`src/rtl/adma_pkg.sv`:
```
// adma_pkg: shared definitions for the ADMA2 descriptor engine.
//   - one-hot engine state encodings
//   - descriptor action codes (NOP / RSV / TRAN / LINK)
//   - ADMA Error Status state codes reported on err_state
//   - bit positions of the descriptor attribute / length / address fields
package adma_pkg;

  typedef enum logic [3:0] {
    ST_STOP = 4'b0001,
    ST_FDS  = 4'b0010,
    ST_CADR = 4'b0100,
    ST_TFR  = 4'b1000
  } adma_state_e;

  typedef enum logic [1:0] {
    ACT_NOP  = 2'b00,
    ACT_RSV  = 2'b01,
    ACT_TRAN = 2'b10,
    ACT_LINK = 2'b11
  } adma_act_e;

  // State the engine was in when an error was detected
  localparam logic [1:0] ERR_ST_STOP = 2'b00;
  localparam logic [1:0] ERR_ST_FDS  = 2'b01;
  localparam logic [1:0] ERR_ST_TFR  = 2'b11;

  // Descriptor field positions
  localparam int DESC_VALID_BIT = 0;
  localparam int DESC_END_BIT   = 1;
  localparam int DESC_INT_BIT   = 2;
  localparam int DESC_ACT_LSB   = 4;
  localparam int DESC_ACT_MSB   = 5;
  localparam int DESC_LEN_LSB   = 16;
  localparam int DESC_LEN_MSB   = 31;
  localparam int DESC_ADDR_LSB  = 32;

endpackage

```
`src/rtl/adma_beat_ctr.sv`:
```
// adma_beat_ctr: data-beat address / byte counter for one TRAN descriptor.
// Ports:
//   clk, reset       clock, synchronous active-high reset
//   load             load a new descriptor (address + length)
//   load_addr        descriptor data address
//   load_len         descriptor length field (0 encodes 65536 bytes)
//   beat             one data beat accepted this cycle
//   dat_addr         address of the current beat
//   dat_last         current beat is the final one of the descriptor
module adma_beat_ctr
  import adma_pkg::*;
#(
  parameter int ADDR_W     = 64,
  parameter int BEAT_BYTES = 4
) (
  input  logic              clk,
  input  logic              reset,
  input  logic              load,
  input  logic [ADDR_W-1:0] load_addr,
  input  logic [15:0]       load_len,
  input  logic              beat,
  output logic [ADDR_W-1:0] dat_addr,
  output logic              dat_last
);

  localparam logic [16:0] BEAT_LEN = 17'(BEAT_BYTES);

  logic [ADDR_W-1:0] dat_addr_r;
  logic [16:0]       remaining_r;
  logic [16:0]       step_s;

  // Bytes consumed by the current beat: a short tail beat only takes what is left
  always_comb begin
    step_s = BEAT_LEN;
    if (remaining_r <= BEAT_LEN) begin
      step_s = remaining_r;
    end else begin
      step_s = BEAT_LEN;
    end
  end

  // Address and remaining-length registers; a zero length field means 64 KiB
  always_ff @(posedge clk) begin
    if (reset) begin
      dat_addr_r  <= '0;
      remaining_r <= 17'd0;
    end else if (load) begin
      dat_addr_r  <= load_addr;
      remaining_r <= (load_len == 16'd0) ? 17'h10000 : {1'b0, load_len};
    end else if (beat) begin
      dat_addr_r  <= dat_addr_r + ADDR_W'(BEAT_BYTES);
      remaining_r <= remaining_r - step_s;
    end
  end

  assign dat_addr = dat_addr_r;
  assign dat_last = (remaining_r <= BEAT_LEN);

endmodule

```
`src/rtl/adma2_engine.sv`:
```
// adma2_engine: SD Host ADMA2 descriptor-processing engine.
// Walks a descriptor table in system memory, executing NOP/RSV/TRAN/LINK
// descriptors and issuing data beats for TRAN descriptors.
// Ports:
//   clk, reset                 clock, synchronous active-high reset
//   start / cont / abort       command pulses (run from init_addr / resume / stop)
//   stop_at_gap                level: halt at the next descriptor boundary
//   init_addr                  descriptor table base loaded by start
//   desc_req/addr/ack/data     descriptor fetch handshake
//   dat_req/addr/last/ack      data beat handshake
//   sys_addr                   ADMA System Address register
//   busy                       engine not in ST_STOP
//   dma_int, xfer_complete, adma_err   single-cycle event pulses
//   err_state                  ADMA Error Status state code, held until next start
module adma2_engine
  import adma_pkg::*;
#(
  parameter int ADDR_W     = 64,
  parameter int BEAT_BYTES = 4,
  parameter int DESC_W     = 32 + ADDR_W
) (
  input  logic              clk,
  input  logic              reset,
  input  logic              start,
  input  logic              cont,
  input  logic              abort,
  input  logic              stop_at_gap,
  input  logic [ADDR_W-1:0] init_addr,
  output logic              desc_req,
  output logic [ADDR_W-1:0] desc_addr,
  input  logic              desc_ack,
  input  logic [DESC_W-1:0] desc_data,
  output logic              dat_req,
  output logic [ADDR_W-1:0] dat_addr,
  output logic              dat_last,
  input  logic              dat_ack,
  output logic [ADDR_W-1:0] sys_addr,
  output logic              busy,
  output logic              dma_int,
  output logic              xfer_complete,
  output logic              adma_err,
  output logic [1:0]        err_state
);

  localparam int DESC_BYTES = DESC_W / 8;

  adma_state_e       state_r, state_nxt_s;
  logic [ADDR_W-1:0] sys_addr_r, sys_addr_nxt_s;
  logic [1:0]        err_state_r, err_state_nxt_s;
  logic              dma_int_r, dma_int_nxt_s;
  logic              xfer_r, xfer_nxt_s;
  logic              adma_err_r, adma_err_nxt_s;

  // Captured descriptor fields (valid bit is consumed at capture time)
  logic              desc_end_r;
  logic              desc_int_r;
  adma_act_e         desc_act_r;
  logic [15:0]       desc_len_r;
  logic [ADDR_W-1:0] desc_fld_addr_r;

  logic              desc_load_s;
  logic              beat_load_s;
  logic              beat_s;
  logic              unused_desc_bits_s;

  assign unused_desc_bits_s = ^{desc_data[15:6], desc_data[3]};

  // Next-state, next sys_addr / err_state and event pulses
  always_comb begin
    state_nxt_s     = state_r;
    sys_addr_nxt_s  = sys_addr_r;
    err_state_nxt_s = err_state_r;
    dma_int_nxt_s   = 1'b0;
    xfer_nxt_s      = 1'b0;
    adma_err_nxt_s  = 1'b0;
    desc_load_s     = 1'b0;
    beat_load_s     = 1'b0;
    if (abort) begin
      // Immediate stop from any state, no events reported
      state_nxt_s = ST_STOP;
    end else begin
      case (state_r)
        ST_STOP: begin
          if (start) begin
            sys_addr_nxt_s  = init_addr;
            err_state_nxt_s = ERR_ST_STOP;
            state_nxt_s     = ST_FDS;
          end else if (cont) begin
            state_nxt_s = ST_FDS;
          end else begin
            state_nxt_s = ST_STOP;
          end
        end
        ST_FDS: begin
          if (desc_ack) begin
            if (desc_data[DESC_VALID_BIT]) begin
              desc_load_s = 1'b1;
              state_nxt_s = ST_CADR;
            end else begin
              adma_err_nxt_s  = 1'b1;
              dma_int_nxt_s   = 1'b1;
              err_state_nxt_s = ERR_ST_FDS;
              state_nxt_s     = ST_STOP;
            end
          end else begin
            state_nxt_s = ST_FDS;
          end
        end
        ST_CADR: begin
          if (desc_act_r == ACT_TRAN) begin
            sys_addr_nxt_s = sys_addr_r + ADDR_W'(DESC_BYTES);
            beat_load_s    = 1'b1;
            state_nxt_s    = ST_TFR;
          end else begin
            if (desc_act_r == ACT_LINK) begin
              sys_addr_nxt_s = desc_fld_addr_r;
            end else begin
              sys_addr_nxt_s = sys_addr_r + ADDR_W'(DESC_BYTES);
            end
            if (desc_end_r) begin
              xfer_nxt_s  = 1'b1;
              state_nxt_s = ST_STOP;
            end else if (stop_at_gap) begin
              state_nxt_s = ST_STOP;
            end else begin
              state_nxt_s = ST_FDS;
            end
          end
        end
        ST_TFR: begin
          if (dat_ack && dat_last) begin
            dma_int_nxt_s = desc_int_r;
            if (desc_end_r) begin
              xfer_nxt_s  = 1'b1;
              state_nxt_s = ST_STOP;
            end else if (stop_at_gap) begin
              state_nxt_s = ST_STOP;
            end else begin
              state_nxt_s = ST_FDS;
            end
          end else begin
            state_nxt_s = ST_TFR;
          end
        end
        default: begin
          state_nxt_s = ST_STOP;
        end
      endcase
    end
  end

  // State, address, error-status and pulse registers
  always_ff @(posedge clk) begin
    if (reset) begin
      state_r     <= ST_STOP;
      sys_addr_r  <= '0;
      err_state_r <= ERR_ST_STOP;
      dma_int_r   <= 1'b0;
      xfer_r      <= 1'b0;
      adma_err_r  <= 1'b0;
    end else begin
      state_r     <= state_nxt_s;
      sys_addr_r  <= sys_addr_nxt_s;
      err_state_r <= err_state_nxt_s;
      dma_int_r   <= dma_int_nxt_s;
      xfer_r      <= xfer_nxt_s;
      adma_err_r  <= adma_err_nxt_s;
    end
  end

  // Descriptor capture on an accepted fetch
  always_ff @(posedge clk) begin
    if (reset) begin
      desc_end_r      <= 1'b0;
      desc_int_r      <= 1'b0;
      desc_act_r      <= ACT_NOP;
      desc_len_r      <= 16'd0;
      desc_fld_addr_r <= '0;
    end else if (desc_load_s) begin
      desc_end_r      <= desc_data[DESC_END_BIT];
      desc_int_r      <= desc_data[DESC_INT_BIT];
      desc_act_r      <= adma_act_e'(desc_data[DESC_ACT_MSB:DESC_ACT_LSB]);
      desc_len_r      <= desc_data[DESC_LEN_MSB:DESC_LEN_LSB];
      desc_fld_addr_r <= desc_data[DESC_W-1:DESC_ADDR_LSB];
    end
  end

  assign beat_s = (state_r == ST_TFR) && dat_ack && !abort;

  adma_beat_ctr #(
    .ADDR_W     (ADDR_W),
    .BEAT_BYTES (BEAT_BYTES)
  ) u_beat_ctr (
    .clk       (clk),
    .reset     (reset),
    .load      (beat_load_s),
    .load_addr (desc_fld_addr_r),
    .load_len  (desc_len_r),
    .beat      (beat_s),
    .dat_addr  (dat_addr),
    .dat_last  (dat_last)
  );

  assign desc_req      = (state_r == ST_FDS);
  assign desc_addr     = sys_addr_r;
  assign dat_req       = (state_r == ST_TFR);
  assign sys_addr      = sys_addr_r;
  assign busy          = (state_r != ST_STOP);
  assign dma_int       = dma_int_r;
  assign xfer_complete = xfer_r;
  assign adma_err      = adma_err_r;
  assign err_state     = err_state_r;

endmodule
```
`config.mk`:
```
export PLATFORM = sky130hd
export DESIGN_NAME = adma2_engine
export DESIGN_NICKNAME = d
export VERILOG_FILES = /design/src/rtl/adma_pkg.sv /design/src/rtl/adma_beat_ctr.sv /design/src/rtl/adma2_engine.sv
export SDC_FILE = /design/constraint.sdc
export NUM_CORES = 1
export LEC_CHECK = 0
export BUFFER_PORTS_ARGS = -buffer_cell sky130_fd_sc_hd__buf_4
export CAP_MARGIN = 30
export CORE_MARGIN = 4
export CORE_UTILIZATION = 55
export DETAILED_ROUTE_END_ITERATION = 12
export PLACE_DENSITY = 0.84
export SLEW_MARGIN = 20
export SYNTH_ARGS = -nofsm -noshare
export SYNTH_HDL_FRONTEND = slang
export SYNTH_SLANG_ARGS = --single-unit
export TNS_END_PERCENT = 10
```
`constraint.sdc`:
```
create_clock -name clk -period 5.5 [get_ports clk]
set_input_delay 1.1 -clock clk [delete_from_list [all_inputs] [get_ports clk]]
set_output_delay 1.1 -clock clk [all_outputs]
set_load 0.01 [all_outputs]
```
==> flow_summary.ini <==
[placement]
placement.cell_area_sq_um = 15700
hpwl_microns = 35700
post-place-cells = 2344
finalWeightedCongestion = 0.951
placement.io_buffers = 356

[critical_path]
crit_path_max_incr_delay_ns = 0.80
kind_of_start_point_of_the_critical_path = register
worstPathCellList = nor4b_2, nand3b_1, buf_12, nand2_1, o21ai_0, a221oi_1, nor2_1
cp.buffers_inverters = 1
timing.critical_path.arrival_ns = 3.92
timing.critical_path.required_ns = 5.92
path_class = reg2reg
cp-end-kind = register
timing.critical_path.max_delay_family = simple AND/OR/NAND/NOR gates
cp_max_fo = 57
timing.critical_path.slowest_stage_cell = sky130_fd_sc_hd__nand3b_1

[drt]
post_drt_via_cell_ratio = 6.38
wl_per_cell_microns = 21.1
firstDrtPassIters = 6
final_antenna_net_count = 0
dr_total_vias = 15300
routed_wirelength_microns = 50400
route.detailed.drc = 0
first_iter_violations = 2205

[global_routing]
initial_antenna_violation_count = 2
globalRoute.busiestLayer = met2
groute.usage.overall_pct = 34.9
grt_max_degree = 95
gr-usage-met3_pct = 8.86
grt.met2_usage_pct = 54.1
grt_pass1_vias = 13500
global_route.overflow_total = 0
grt_util_met1_pct = 47.0
wire_length_of_the_first_global_routing_pass_microns = 75800

[clock_tree]
postCtsSetupRepairBufs = 0
cts_tree = built
cts_max_path_buffers = 3
post_cts_hold_buffer_count = 0
sink_count = 237
cts_made_buffers = 28
cts.clk_slew.worst_paths_ns = 0.06
htree_num_levels = 1
clkLatencyLatePin_ns = 0.56
clock_tree.root_cell = sky130_fd_sc_hd__clkbuf_16
cts_resized = 0

[sta]
finalCritPeriodShare_pct = 63.6
clock_skew_ns = 0.0161
fmaxAchievable_ghz = 0.286
finalCriticalPeriod_ns = 3.50
max_slew.worst_pin.slew_ns = 0.995
timing.final.setup_violations = 0
timing.max_slew.rel_slack_pct = 33.7
finalHoldViolCount = 0
tns_ns = 0
rsz_0062_raised_after_global_routing = false
number_of_pins_exceeding_their_max_slew_limit_in_the_final_report = 0

[cells_and_area]
finish.instance_area_sq_um = 16700
post_route_cells_drive_above_1_share_pct = 22.0
nets = 2226
syn_to_final_growth_pct = 23.9
final-instance-count-excl-fill = 2394

[synthesis]
ys_seq_elements = 237
syn_nets = 2015
synth_top_cell_by_area = sky130_fd_sc_hd__dfxtp_1
syn_avg_cell_area_sq_um = 7.29
synth_most_common_cell = sky130_fd_sc_hd__nand2_1
yosysWarningCount = 0
number_of_synthesized_flops_with_an_enable_pin = 0
ys.flop_type = sky130_fd_sc_hd__dfxtp_1
synth.top_cells.by_area = sky130_fd_sc_hd__dfxtp_1, sky130_fd_sc_hd__a21oi_1, sky130_fd_sc_hd__nand2_1
post_synthesis_sequential_area_ratio_pct = 35.3
synthesis.instances = 1844
postSynth.asyncResetShare_pct = 0
syn-cell-area_sq_um = 13400
synth_top_area_share_pct = 35.3
synth.top_cells.by_count = sky130_fd_sc_hd__nand2_1, sky130_fd_sc_hd__a21oi_1, sky130_fd_sc_hd__dfxtp_1
synth_cell_type_count = 84

[pwr]
power_per_cell_area_nw_per_um2 = 245
static-leakage-power_nw = 6.08
maximum_vdd_ir_drop_v = 0.000232

[floorplanning]
dieArea_sq_um = 27000
core_area_sq_um = 23800
initial_utilization_pct = 56.6
floorplan.io_pins = 369
num_rows = 56
dieWidth_microns = 164
die_h_microns = 164

[job]
max_cap_viol_count = 0

[hold_path]
holdCritPathClass = reg2reg

[status]
run_status = finished clean
## where the power goes
part,total [mW],switching [mW],internal (mW)
sequential,1.81,0.0611,1.75
clock,1.89,0.748,1.14
combinational,0.377,0.185,0.191
total,4.08,0.995,3.08
## path summary, 6_finish.rpt
path	startpoint	to	slack, ns	cells after the start
worst max-delay path	state_r[3]$_SDFF_PP0_	u_beat_ctr.dat_addr[16]$_SDFFE_PP0P_	2.00	7
worst min-delay path	u_beat_ctr.dat_addr[0]$_SDFFE_PP0P_	u_beat_ctr.dat_addr[0]$_SDFFE_PP0P_	0.46	2
worst max register to register	state_r[3]$_SDFF_PP0_	u_beat_ctr.dat_addr[16]$_SDFFE_PP0P_	2.00	7
worst min register to register	u_beat_ctr.dat_addr[0]$_SDFFE_PP0P_	u_beat_ctr.dat_addr[0]$_SDFFE_PP0P_	0.46	2
## layer usage
layer | vias to the layer above | part of all wire (%)
met5 | - | 0
met4 | 0 | 4.0
met3 | 130 | 13
li1 | 7069 | -
met1 | 7078 | 38
met2 | 1001 | 45
## stage by stage
stage                     setup slack (ns)  utilization [%]  power (mW)  hold WS, ns
after CTS                             2.07             70.1        4.07        0.458
after global placement                2.19             66.1        2.20        0.444
after detailed placement              2.08             66.2        2.21        0.450
after global routing                  1.83             70.2        4.18        0.484
final                                 2.00             70.2        4.08        0.458
after floorplan                       2.36                -        2.02        0.437
## state kept, by name, summed over array words and instances, names as in the netlist
| signal | flops |
|---|---|
| desc_end_r | 1 |
| desc_len_r | 16 |
| adma_err | 1 |
| dma_int | 1 |
| err_state | 1 |
| state_r | 4 |
| desc_act_r | 2 |
| xfer_complete | 1 |
| desc_addr | 64 |
| u_beat_ctr.remaining_r | 17 |
| desc_int_r | 1 |
| u_beat_ctr.dat_addr | 64 |
| desc_fld_addr_r | 64 |
## kinds of logic (layout without fill, tap and decap cells)
group,after synthesis,after routing,share of synthesized area [%]
AOI/OAI and AO/OA,589,589,26.1
xor gates and xnor gates,41,41,2.67
adders and majority gates,3,3,0.279
buffers and inverters,216,445,8.22
DFF,237,237,35.3
muxes,10,10,0.781
other,2,4,0.0558
and+or+nand+nor,746,746,26.6
## cell usage in the layout (no fill, tap or decap), types with 8 or more instances in the layout
master and count:
sky130_fd_sc_hd__buf_4 374, sky130_fd_sc_hd__nand2_1 323, sky130_fd_sc_hd__a21oi_1 248, sky130_fd_sc_hd__dfxtp_1 237, sky130_fd_sc_hd__o21ai_0 128, sky130_fd_sc_hd__nor2_1 97, sky130_fd_sc_hd__nand3_1 70, sky130_fd_sc_hd__nor3_1 55
sky130_fd_sc_hd__a31oi_1 42, sky130_fd_sc_hd__nand4_1 41, sky130_fd_sc_hd__nor4_1 31, sky130_fd_sc_hd__a211oi_1 29, sky130_fd_sc_hd__clkbuf_16 28, sky130_fd_sc_hd__xnor2_1 24, sky130_fd_sc_hd__and3_1 23, sky130_fd_sc_hd__o211ai_1 23
sky130_fd_sc_hd__or3_1 22, sky130_fd_sc_hd__inv_1 19, sky130_fd_sc_hd__xor2_1 17, sky130_fd_sc_hd__o21a_1 14, sky130_fd_sc_hd__or4_1 13, sky130_fd_sc_hd__o22ai_1 13, sky130_fd_sc_hd__a21o_1 13, sky130_fd_sc_hd__and2_1 9
sky130_fd_sc_hd__a311oi_1 9, sky130_fd_sc_hd__clkbuf_8 9, sky130_fd_sc_hd__or2_2 8, sky130_fd_sc_hd__and4_1 8, sky130_fd_sc_hd__a22oi_1 8
## final cells by class
| type | count | area [sq um] |
|---|---|---|
| Tap cell | 319 | 399 |
| Antenna cell | 2 | 5.00 |
| Inverter | 20 | 75.1 |
| Sequential cell | 237 | 4740 |
| Multi-Input combinational cell | 1391 | 7640 |
| Clock buffer | 43 | 847 |
| Clock inverter | 5 | 86.3 |
| Fill cell | 2002 | 7090 |
| Timing Repair Buffer | 377 | 2870 |
## worst reg2reg max path, stage by stage (launching register included)
cell                       delay [ns]
sky130_fd_sc_hd__dfxtp_1         0.47
sky130_fd_sc_hd__nor4b_2         0.70
sky130_fd_sc_hd__nand3b_1        0.80
sky130_fd_sc_hd__buf_12          0.47
sky130_fd_sc_hd__nand2_1         0.37
sky130_fd_sc_hd__o21ai_0         0.19
sky130_fd_sc_hd__a221oi_1        0.30
sky130_fd_sc_hd__nor2_1          0.07
Power figures use the tool's default switching activity.
